===== src/rtl/bcd_pkg.sv =====
// bcd_pkg: shared FSM states, BCD constants, digit type and nine's-complement helper
package bcd_pkg;
  typedef enum logic [2:0] {IDLE = 3'd0, ADD = 3'd1, EAC = 3'd2, NEG = 3'd3, DONE = 3'd4} state_t;
  typedef logic [3:0] digit_t;
  localparam digit_t BCD_MAX = 4'd9;
  localparam digit_t BCD_ADJ = 4'd6;
  function automatic digit_t nines(input digit_t d);
    return BCD_MAX - d;
  endfunction
endpackage


===== src/rtl/bcd_digit_add.sv =====
// bcd_digit_add: one-digit BCD adder (x, y, cin in; s, cout out) with +6 decimal correction
module bcd_digit_add
  import bcd_pkg::*;
(
  input  logic [3:0] x,
  input  logic [3:0] y,
  input  logic       cin,
  output logic [3:0] s,
  output logic       cout
);
  logic [4:0] sum;
  assign sum  = {1'b0, x} + {1'b0, y} + {4'b0, cin};
  assign cout = sum > {1'b0, BCD_MAX};
  assign s    = cout ? sum[3:0] + BCD_ADJ : sum[3:0];
endmodule


===== src/rtl/bcd_serial_addsub.sv =====
// bcd_serial_addsub: digit-serial BCD add/subtract (clk, rst, start, mode, a, b in; busy, done, result, neg, ovf, err out)
module bcd_serial_addsub
  import bcd_pkg::*;
#(
  parameter int NDIG = 3
) (
  input  logic              clk,
  input  logic              rst,
  input  logic              start,
  input  logic              mode,
  input  logic [4*NDIG-1:0] a,
  input  logic [4*NDIG-1:0] b,
  output logic              busy,
  output logic              done,
  output logic [4*NDIG-1:0] result,
  output logic              neg,
  output logic              ovf,
  output logic              err
);
  localparam int W  = 4 * NDIG;
  localparam int IW = NDIG > 1 ? $clog2(NDIG) : 1;
  state_t         state, state_n;
  logic [IW-1:0]  idx;
  logic           cy, mode_r, neg_r, ovf_r, err_r, bad, last, co;
  logic [W-1:0]   a_r, b_r, acc, bx, acc_c;
  digit_t         sx, sy, s;
  always_comb begin
    bad   = 1'b0;
    bx    = '0;
    acc_c = '0;
    for (int i = 0; i < NDIG; i++) begin
      bad = bad | (a[4*i +: 4] > BCD_MAX) | (b[4*i +: 4] > BCD_MAX);
      bx[4*i +: 4]    = mode ? nines(b[4*i +: 4]) : b[4*i +: 4];
      acc_c[4*i +: 4] = nines(acc[4*i +: 4]);
    end
  end
  assign last = idx == IW'(NDIG - 1);
  // the end-around-carry pass reuses the digit adder with a zero addend
  assign sx = state == ADD ? a_r[4*idx +: 4] : acc[4*idx +: 4];
  assign sy = state == ADD ? b_r[4*idx +: 4] : 4'd0;
  bcd_digit_add u_add (.x(sx), .y(sy), .cin(cy), .s(s), .cout(co));
  always_comb begin
    state_n = state;
    case (state)
      IDLE:    state_n = start ? (bad ? DONE : ADD) : IDLE;
      ADD:     state_n = last ? (!mode_r ? DONE : co ? EAC : NEG) : ADD;
      EAC:     state_n = last ? DONE : EAC;
      NEG:     state_n = DONE;
      default: state_n = IDLE;
    endcase
  end
  always_ff @(posedge clk or posedge rst)
    if (rst) state <= IDLE;
    else     state <= state_n;
  always_ff @(posedge clk or posedge rst) begin
    if (rst) begin
      idx    <= '0;
      cy     <= 1'b0;
      mode_r <= 1'b0;
      a_r    <= '0;
      b_r    <= '0;
      acc    <= '0;
      neg_r  <= 1'b0;
      ovf_r  <= 1'b0;
      err_r  <= 1'b0;
    end else begin
      case (state)
        IDLE: if (start) begin
          err_r  <= bad;
          neg_r  <= 1'b0;
          ovf_r  <= 1'b0;
          acc    <= '0;
          idx    <= '0;
          cy     <= 1'b0;
          mode_r <= mode;
          a_r    <= a;
          b_r    <= bx;
        end
        ADD, EAC: begin
          acc[4*idx +: 4] <= s;
          cy  <= co;
          idx <= last ? '0 : IW'(idx + 1'b1);
          if (state == ADD && last && !mode_r) ovf_r <= co;
        end
        NEG: begin
          acc   <= acc_c;
          neg_r <= |acc_c;
        end
        default: ;
      endcase
    end
  end
  assign busy   = state != IDLE;
  assign done   = state == DONE;
  assign result = acc;
  assign neg    = neg_r;
  assign ovf    = ovf_r;
  assign err    = err_r;
endmodule


===== config.mk =====
export PLATFORM = sky130hd
export DESIGN_NAME = bcd_serial_addsub
export DESIGN_NICKNAME = d
export VERILOG_FILES = /design/src/rtl/bcd_pkg.sv /design/src/rtl/bcd_digit_add.sv /design/src/rtl/bcd_serial_addsub.sv
export SDC_FILE = /design/constraint.sdc
export NUM_CORES = 1
export LEC_CHECK = 0
export ABC_AREA = 1
export CAP_MARGIN = 20
export CORE_MARGIN = 2
export CORE_UTILIZATION = 40
export DETAILED_ROUTE_END_ITERATION = 6
export SETUP_SLACK_MARGIN = 0.1
export SYNTH_ARGS = -nofsm -noshare
export SYNTH_HDL_FRONTEND = slang
export SYNTH_SLANG_ARGS = --single-unit

===== constraint.sdc =====
create_clock -name clk -period 4.66 [get_ports clk]
set_clock_uncertainty 0.1 [all_clocks]
set_input_delay 0.466 -clock clk [delete_from_list [all_inputs] [get_ports clk]]
set_output_delay 0.466 -clock clk [all_outputs]
set_load 0.05 [all_outputs]

==> flow_summary.ini, run 1 <==
[status]
outcome = completed

[final_layout]
final_nets = 496
area_growth_pct = 20.0
design_area_um2 = 3640
finalNonFillerCells = 549
antenna_cells = 0
drive_gt1_share_pct = 6.67
final.fill_count = 748

[die]
dieArea_um2 = 8300
io_pins = 45
die-width_um = 91.1
die_y_um = 91.1
rows = 31
initial_core_util_pct = 41.6
core_region_area_um2 = 7290

[synth]
syn-num-nets = 455
syn_avg_cell_area_um2 = 7.44
synth_edf_count = 0
yosys_warnings = 0
netlist_instances = 408
ys_types = 37
synth_ff_type = dfrtp_1
synth-seq-cells = 46
yosysSeqAreaShare_pct = 37.9
synthArstFlopShare_pct = 100
netlist_area_um2 = 3040

[routing]
vias_per_cell = 5.19
dr.pass1.iters = 5
drtIter0Drc = 204
drtAntennaViolNets = 0
drc = 0
wl_per_cell_um = 14.0
vias = 2849
drt-total-wl_mm = 7.69

[clock_tree]
path_clk_slew_ns = 0.10
cts.path.max_buffers = 2
clock-sinks = 46
clk_latency_ns = 0.31
h-tree-depth = 2
cts_resized = 0
ctsHoldBuffers = 0
cts_inserted_buffers = 5
cts_tree = done
root_buffer = clkbuf_8
post_cts_buffers = 0

[timing]
maxSlewViolCount = 0
finalHoldViolCount = 0
fin_crit_ns = 3.73
rsz0062_at_grt = false
setup-tns-final_ns = 0
slew_headroom_pct = 36.3
max_freq_mhz = 268
setup_viol = 0
timing.final.crit_share_pct = 80.0
worst_pin_slew_ns = 0.954

[global_routing]
grt_first_pass_wirelength_mm = 12.8
grt_start_max_net_pins = 47
globalRouteTotalUtil_pct = 19.1
grt_pass1_vias = 2591
grt_antenna_before_repair = 0
overflow = 0

[placement]
gp_congestion = 0.902
port_buffers = 44
hpwl_mm = 5.93
dp_cells = 541
post_dp_cell_area_um2 = 3550

[power]
p_per_area_nw_per_um2 = 328
power_leakage_uw = 0.00168
irDropWorstVdd_mv = 0.132
pwr-share-seq_pct = 42.8
clock_power_share_pct = 21.7
power_switching_uw = 476
fin_total_pwr_uw = 1190
power_frac_comb_pct = 35.5
internal_power_uw = 717
swShare_pct = 39.9

[worst_setup_path]
cp_max_fo = 17
worstPathArrival_ns = 3.83
endpoint_kind = flip-flop
start_kind = flip-flop
cp.required_ns = 4.76
critPathKind = flip-flop to flip-flop

[hold_path]
hp-class = flip-flop to flip-flop

[flow_run]
cap_violations = 0
cell families after synthesis:
group           share of synthesized area (%)
flops                                    37.9
fa+ha+maj                                8.33
xor+xnor                                 2.60
compound gates                           16.9
simple gates                             25.5
buf+inv                                  8.82
area by class of cell:
cell class                      instances  area [µm²]  share of cell area (%)
Clock buffer                            5        68.8                    1.89
Clock inverter                          3        23.8                   0.653
Inverter                               54         203                    5.57
Multi-Input combinational cell        296        1620                    44.4
Sequential cell                        46        1150                    31.6
Tap cell                               99         124                    3.40
Timing Repair Buffer                   46         455                    12.5
registers in the layout, summed over array words and instances (netlist names), 2 cells and up:
| signal | flops |
|---|---|
| a_r | 12 |
| b_r | 12 |
| idx | 2 |
| result | 12 |
| state | 3 |
critical path: stages, from the launching register on:
cell and delay, ns:
dfrtp_1 0.63, inv_1 0.30, nand2_1 0.12, a31oi_1 0.08, a32o_1 0.24, fa_1 0.44, inv_1 0.09, fa_1 0.48
ha_1 0.26, a21boi_0 0.13, a21oi_1 0.12, nand2_1 0.11, nand2_2 0.13, nand2_1 0.12, nand3_1 0.08, nand2_1 0.06
nand2_1 0.06, nand3_1 0.06
metal layers:
layer  track usage, %  vias up  share of wire [%]
met5                0        -                  0
met4             2.90        0               0.69
met3             3.57        8                5.1
met2             31.8       92                 46
met1             26.6     1326                 48
li1                 -     1423                  -
Yosys cell counts, types with 2 or more instances:
| library cell | count | area share (%) |
|---|---|---|
| xor2_1 | 6 | 1.7 |
| a21oi_2 | 2 | 0.58 |
| o22ai_1 | 3 | 0.62 |
| o21ai_1 | 17 | 2.8 |
| dfrtp_1 | 46 | 38 |
| ha_1 | 17 | 7.0 |
| nand4_1 | 4 | 0.82 |
| buf_2 | 7 | 1.2 |
| a31oi_1 | 3 | 0.62 |
| a21oi_1 | 21 | 3.5 |
| nand2_2 | 3 | 0.62 |
| clkbuf_1 | 3 | 0.37 |
| inv_2 | 7 | 0.87 |
| o211ai_1 | 5 | 1.2 |
| xnor2_1 | 3 | 0.87 |
| nor2_1 | 17 | 2.1 |
| o21ai_0 | 29 | 4.8 |
| a22oi_1 | 4 | 0.99 |
| a32o_1 | 3 | 0.99 |
| fa_1 | 2 | 1.3 |
| nand3_1 | 20 | 3.3 |
| inv_1 | 46 | 5.7 |
| nand2_1 | 123 | 15 |
| nor3_1 | 4 | 0.66 |
final timing paths:
kind / start / end / slack [ns] / cells after the start
worst max register to register: idx[0] / result[3] / 0.93 / 17
worst min register to register: b_r[10] / b_r[10] / 0.38 / 2
max in group asynchronous: rst / a_r[8] / 3.27 / 2
worst max-delay path: idx[0] / result[3] / 0.93 / 17
worst min-delay path: b_r[10] / b_r[10] / 0.38 / 2
min in group asynchronous: rst / err / 0.58 / 2
cell usage in the layout (no fill, tap or decap), types with 2 or more instances in the layout:
| master | instances |
|---|---|
| xnor2_1 | 3 |
| a32o_1 | 3 |
| nand4_1 | 4 |
| clkbuf_8 | 5 |
| a21oi_2 | 2 |
| nand3_1 | 20 |
| nand2_2 | 3 |
| clkinvlp_4 | 2 |
| o22ai_1 | 3 |
| nand2_1 | 123 |
| clkdlybuf4s50_1 | 44 |
| dfrtp_1 | 46 |
| inv_2 | 8 |
| o21ai_1 | 17 |
| fa_1 | 2 |
| o21ai_0 | 29 |
| a22oi_1 | 4 |
| nor3_1 | 4 |
| a31oi_1 | 3 |
| ha_1 | 17 |
| o211ai_1 | 5 |
| nor2_1 | 17 |
| inv_1 | 45 |
| xor2_1 | 6 |
| a21oi_1 | 21 |
| buf_4 | 2 |
power groups by stage:
stage,combinational (µW),sequential (µW),clock [µW]
after floorplan,279,528,0
final,423,511,259
after detailed placement,422,518,0
after CTS,423,511,263
after global routing,474,518,279
after global placement,419,519,0
metrics by stage:
stage | setup slack, ns | utilization, % | hold slack [ns]
after floorplan | 1.40 | - | 0.337
after global placement | 1.05 | 48.7 | 0.358
after global routing | 0.585 | 49.9 | 0.393
final | 0.931 | 49.9 | 0.378
after detailed placement | 0.957 | 48.7 | 0.359
after CTS | 0.935 | 49.9 | 0.381
Note: power is estimated with default switching activity, not from simulation.
==> run 2: changes to the inputs <==
==> constraint.sdc (replaced) <==
create_clock -name clk -period 3.1 [get_ports clk]
set_clock_uncertainty 0.1 [all_clocks]
set_input_delay 0.31 -clock clk [delete_from_list [all_inputs] [get_ports clk]]
set_output_delay 0.31 -clock clk [all_outputs]
set_load 0.05 [all_outputs]
==> run 2 against run 1 <==
Count of clock-buffer cells in the layout rose by 1. Total power increased by 65%. Sequential share of layout area decreased by 2.6 points. The run now ends with setup timing left. Global-route usage grew 0.94 points. Fmax increased by 19%. Sequential power rose by 48%. Setup slack got worse by 0.98 ns. Largest power group unchanged. Critical path depth stayed put. Highest routed layer unchanged.
==> flow_summary.ini, run 2 (synthesis results as in run 1) <==
[status]
outcome = finished, violations left
violations = setup timing

[timing]
setup_viol = 4
maxSlewViolCount = 0
slew_headroom_pct = 62.8
fin_crit_ns = 3.15
timing.final.crit_share_pct = 101
finalHoldViolCount = 0
setup_ws_ns = -0.0451
whs_ns = 0.184
max_freq_mhz = 318
worst_pin_slew_ns = 0.554
rsz0062_at_grt = true

[clock_tree]
cts.path.max_buffers = 2
cts_tree = done
clk_latency_ns = 0.31
root_buffer = clkbuf_8
clock-sinks = 46
cts_inserted_buffers = 5
ctsHoldBuffers = 0
h-tree-depth = 2
path_clk_slew_ns = 0.10

[die]
dieArea_um2 = 8300
initial_core_util_pct = 41.6
core_region_area_um2 = 7290
io_pins = 45
die-width_um = 91.1
die_y_um = 91.1
rows = 31

[routing]
dr.pass1.iters = 4
vias = 2887
wl_per_cell_um = 13.7
drtIter0Drc = 181
drc = 0
vias_per_cell = 4.99
drtAntennaViolNets = 0
drt-total-wl_mm = 7.93

[placement]
gp_congestion = 0.915
port_buffers = 44
hpwl_mm = 6.11
dp_slack_ns = -0.122
dp_cells = 566

[global_routing]
grt_start_max_net_pins = 47
grt_pass1_vias = 2785
overflow = 0
globalRouteTotalUtil_pct = 20.1
grt_first_pass_wirelength_mm = 13.4
grt_antenna_before_repair = 0

[worst_setup_path]
critPathKind = flip-flop to flip-flop
worstPathArrival_ns = 3.30
start_kind = flip-flop
cp.required_ns = 3.25
cp_max_fo = 6
endpoint_kind = flip-flop
reg2reg_depth = 17

[final_layout]
layout_common_cells = nand2_1, dfrtp_1, inv_1, clkdlybuf4s50_1, buf_4
final_nets = 526
final_common_cell = nand2_1
antenna_cells = 0
area_growth_pct = 30.8
finalNonFillerCells = 579
drive_gt1_share_pct = 15.4

[power]
fin_total_pwr_uw = 1960
irDropWorstVdd_mv = 0.239
p_per_area_nw_per_um2 = 495
power_leakage_uw = 0.00188

[flow_run]
cap_violations = 0

[hold_path]
hp-class = primary input to asynchronous set/reset pin
## run 2: changes by cell type in the layout (fill, tap and decap cells not counted), sizes merged
cell / delta
inv: -1
bufinv: +1
clkbuf: +1
buf: +30
clkinvlp: -1
## run 2: critical path: stages (launching register included)
cell and delay [ns]:
dfrtp_1 0.40, inv_2 0.08, nand3_4 0.12, inv_4 0.09, a31oi_1 0.07, a32o_2 0.23, fa_2 0.37, inv_2 0.06
fa_1 0.45, ha_2 0.20, a21boi_1 0.12, a21oi_1 0.14, nand2_2 0.11, nand3_1 0.13, nand3_2 0.11, o21ai_1 0.18
nand2_1 0.07, nand2_1 0.06
## run 2: repair_timing
action,4_1_cts,5_1_grt
pin swaps,9,3
resized for setup,9,9
gates cloned,0,0
setup buffers,2,2
hold endpoints to repair,0,0
setup endpoints to repair,12,12
## run 2: final cells by class
class	instances	area, µm²
fillers	745	3320
multi-input cells	296	1670
flip-flops and latches	46	1150
repair buffers	76	706
inverters	54	205
well taps	99	124
clock buffers	6	72.6
clock inverters	2	37.5
## run 2: path summary, 6_finish.rpt
kind	start	slack, ns	to
max	state[2]	-0.05	result[9]
min reg2reg	b_r[2]	0.37	b_r[2]
max in group asynchronous	rst	2.23	a_r[8]
max reg2reg	state[2]	-0.05	result[9]
min	rst	0.18	neg
min in group clk	b_r[2]	0.37	b_r[2]
## run 2: stage by stage
stage               area (µm²)  TNS (ns)  util, %
floorplan                 3040    -0.362        -
global route              3970     -1.67     54.4
finish                    3970   -0.0951     54.4
detailed placement        3760    -0.500     51.5
CTS                       3900    -0.130     53.5
global placement          3760    -0.146     51.5
## run 2: where the power goes
group | switching (µW) | internal [µW] | total, µW
clock network | 222 | 241 | 463
logic | 449 | 297 | 745
registers | 65.4 | 691 | 756
total | 736 | 1230 | 1960
## run 2: layer usage
layer | share of wire (%) | track usage, % | vias up | routed length (µm)
met5 | 0 | 0 | - | 0
met4 | 0.69 | 3.54 | 0 | 55
met3 | 3.1 | 3.82 | 6 | 249
met2 | 47 | 34.4 | 51 | 3720
met1 | 49 | 26.8 | 1351 | 3910
li1 | - | - | 1479 | -
==> run 3: changes to the inputs <==
--- a/config.mk
+++ b/config.mk
@@ -7,6 +7,7 @@
 export LEC_CHECK = 0
 export ABC_AREA = 1
 export CAP_MARGIN = 20
+export CORE_ASPECT_RATIO = 0.5
 export CORE_MARGIN = 2
 export CORE_UTILIZATION = 40
 export DETAILED_ROUTE_END_ITERATION = 6
==> run 3 against run 2 <==
The run still ends with setup timing left. Register-to-register slack worse by 0.04 ns. Global-route usage increased by 1.7 points. Critical path depth increased by 1. Critical path type unchanged. Critical endpoint unchanged. Clock power grew 22%.
==> flow_summary.ini, run 3 (synthesis results as in run 1) <==
[status]
outcome = finished, violations left
violations = setup timing

[routing]
wl_met3_um = 452
drc = 0
met1_length_mm = 4.35
met2_length_mm = 3.57
vias_per_cell = 5.04
drtAntennaViolNets = 0
dr.pass1.iters = 5
vias = 2932
drt-total-wl_mm = 8.46
wl_per_cell_um = 14.5
drtIter0Drc = 216
maxUsedRoutingLayer = met4

[final_layout]
drive_gt1_share_pct = 18.1
final_common_cell = nand2_1
area_growth_pct = 34.7
utilization_pct = 55.6
layout_common_cells = nand2_1, dfrtp_1, inv_1, clkdlybuf4s50_1, buf_4
final_nets = 532
antenna_cells = 0
finalNonFillerCells = 582

[clock_tree]
path_clk_slew_ns = 0.06
clk_latency_ns = 0.29
cts.path.max_buffers = 2
root_buffer = clkbuf_16
cts_inserted_buffers = 5
clock-sinks = 46
h-tree-depth = 2
cts_tree = done

[hold_path]
hp-class = primary input to asynchronous set/reset pin

[placement]
port_buffers = 44
dp_cells = 567
hpwl_mm = 6.32
gp_congestion = 0.868

[timing]
setup_ws_ns = -0.0806
whs_ns = 0.288
worst_pin_slew_ns = 0.608
setup-tns-final_ns = -0.384
rsz0062_at_grt = true
timing.final.crit_share_pct = 103
max_freq_mhz = 314
maxSlewViolCount = 0
slew_headroom_pct = 59.4
fin_crit_ns = 3.18
finalHoldViolCount = 0
setup_viol = 7

[worst_setup_path]
worstPathArrival_ns = 3.31
critPathLaunch = state[1]
reg2reg_from = state[1]
r2r-end = result[9]
cp_max_fo = 5
start_kind = flip-flop
reg2reg_depth = 18
critPathKind = flip-flop to flip-flop
cp.required_ns = 3.23
critPathCapture = result[9]
r2r_setup_slack_ns = -0.08
endpoint_kind = flip-flop

[power]
power_leakage_uw = 0.00192
pwr-share-seq_pct = 36.4
internal_power_uw = 1320
p_per_area_nw_per_um2 = 512
power_switching_uw = 768
irDropWorstVdd_mv = 0.270
power_frac_comb_pct = 36.6
clock_power_share_pct = 27.1
swShare_pct = 36.7

[die]
dieArea_um2 = 8340
initial_core_util_pct = 41.3
rows = 22
io_pins = 45
core_region_area_um2 = 7350
die_y_um = 65.6
die-width_um = 127

[global_routing]
globalRouteTotalUtil_pct = 21.8
overflow = 0
grt_first_pass_wirelength_mm = 13.9
grt_pass1_vias = 2742
grt_start_max_net_pins = 47
grt_antenna_before_repair = 0

[flow_run]
cap_violations = 0
==> run 3: cell count changes in the layout (fill, tap and decap cells not counted), moves of 2 or more <==
cell	delta
buf_12	-2
nand2_2	+4
o21ai_1	-2
clkbuf_8	-4
nand2_1	-2
a21oi_1	-2
nand2_4	-2
buf_4	+7
clkbuf_16	+5
==> run 3: power groups by stage <==
stage / clock network, µW / registers (µW) / logic [µW]
after global routing: 600 / 772 / 854
after detailed placement: 0 / 770 / 705
after CTS: 576 / 759 / 727
final: 566 / 760 / 765
after floorplan: 0 / 794 / 421
after global placement: 0 / 768 / 700
==> run 3: final cells by class <==
| cell class | count | area [µm²] |
|---|---|---|
| repair buffers | 82 | 746 |
| flip-flops and latches | 46 | 1150 |
| well taps | 96 | 120 |
| fillers | 723 | 3260 |
| multi-input cells | 296 | 1710 |
| clock buffers | 7 | 143 |
| inverters | 54 | 205 |
| clock inverters | 1 | 8.76 |
==> run 3: worst max-delay path: stages, from the launching register on <==
cell and delay [ns]:
dfrtp_1 0.39, inv_2 0.08, nand3_4 0.10, inv_4 0.11, a31oi_4 0.08, a32o_2 0.24, fa_2 0.40, inv_2 0.06
fa_2 0.47, ha_4 0.18, a21boi_2 0.14, a21oi_1 0.11, nand2_1 0.10, buf_4 0.15, nand3_2 0.08, nand3_2 0.09
o21ai_2 0.14, nand2_1 0.05, nand2_1 0.05
==> run 3: how the worst min path moves through the flow <==
stage,from,end
2_1_floorplan,a[9],a_r[9]
3_3_place_gp,b_r[2],b_r[2]
3_5_place_dp,b_r[2],b_r[2]
4_1_cts,b_r[2],b_r[2]
5_1_grt,rst,a_r[1]
6_report,rst,a_r[1]
==> run 3: layer usage <==
layer	vias up	GRT usage [%]
met5	-	0
met4	0	4.95
met3	6	5.13
met2	78	33.1
met1	1350	31.7
li1	1498	-
==> run 3: per-stage QoR <==
step           total power, µW  instance area, µm²  worst slack, ns
2_1_floorplan             1210                3040          -0.0560
3_3_place_gp              1470                3770          -0.0613
3_5_place_dp              1470                3770          -0.0831
4_1_cts                   2060                3970         -0.00444
5_1_grt                   2230                4090           -0.231
6_report                  2090                4090          -0.0806
==> run 3: what timing repair did <==
item	in CTS	in global routing
buffers inserted	2	5
gates cloned	0	0
endpoints found under the setup margin	10	12
resized for setup	13	13
pin swaps	6	6
hold buffers	0	0
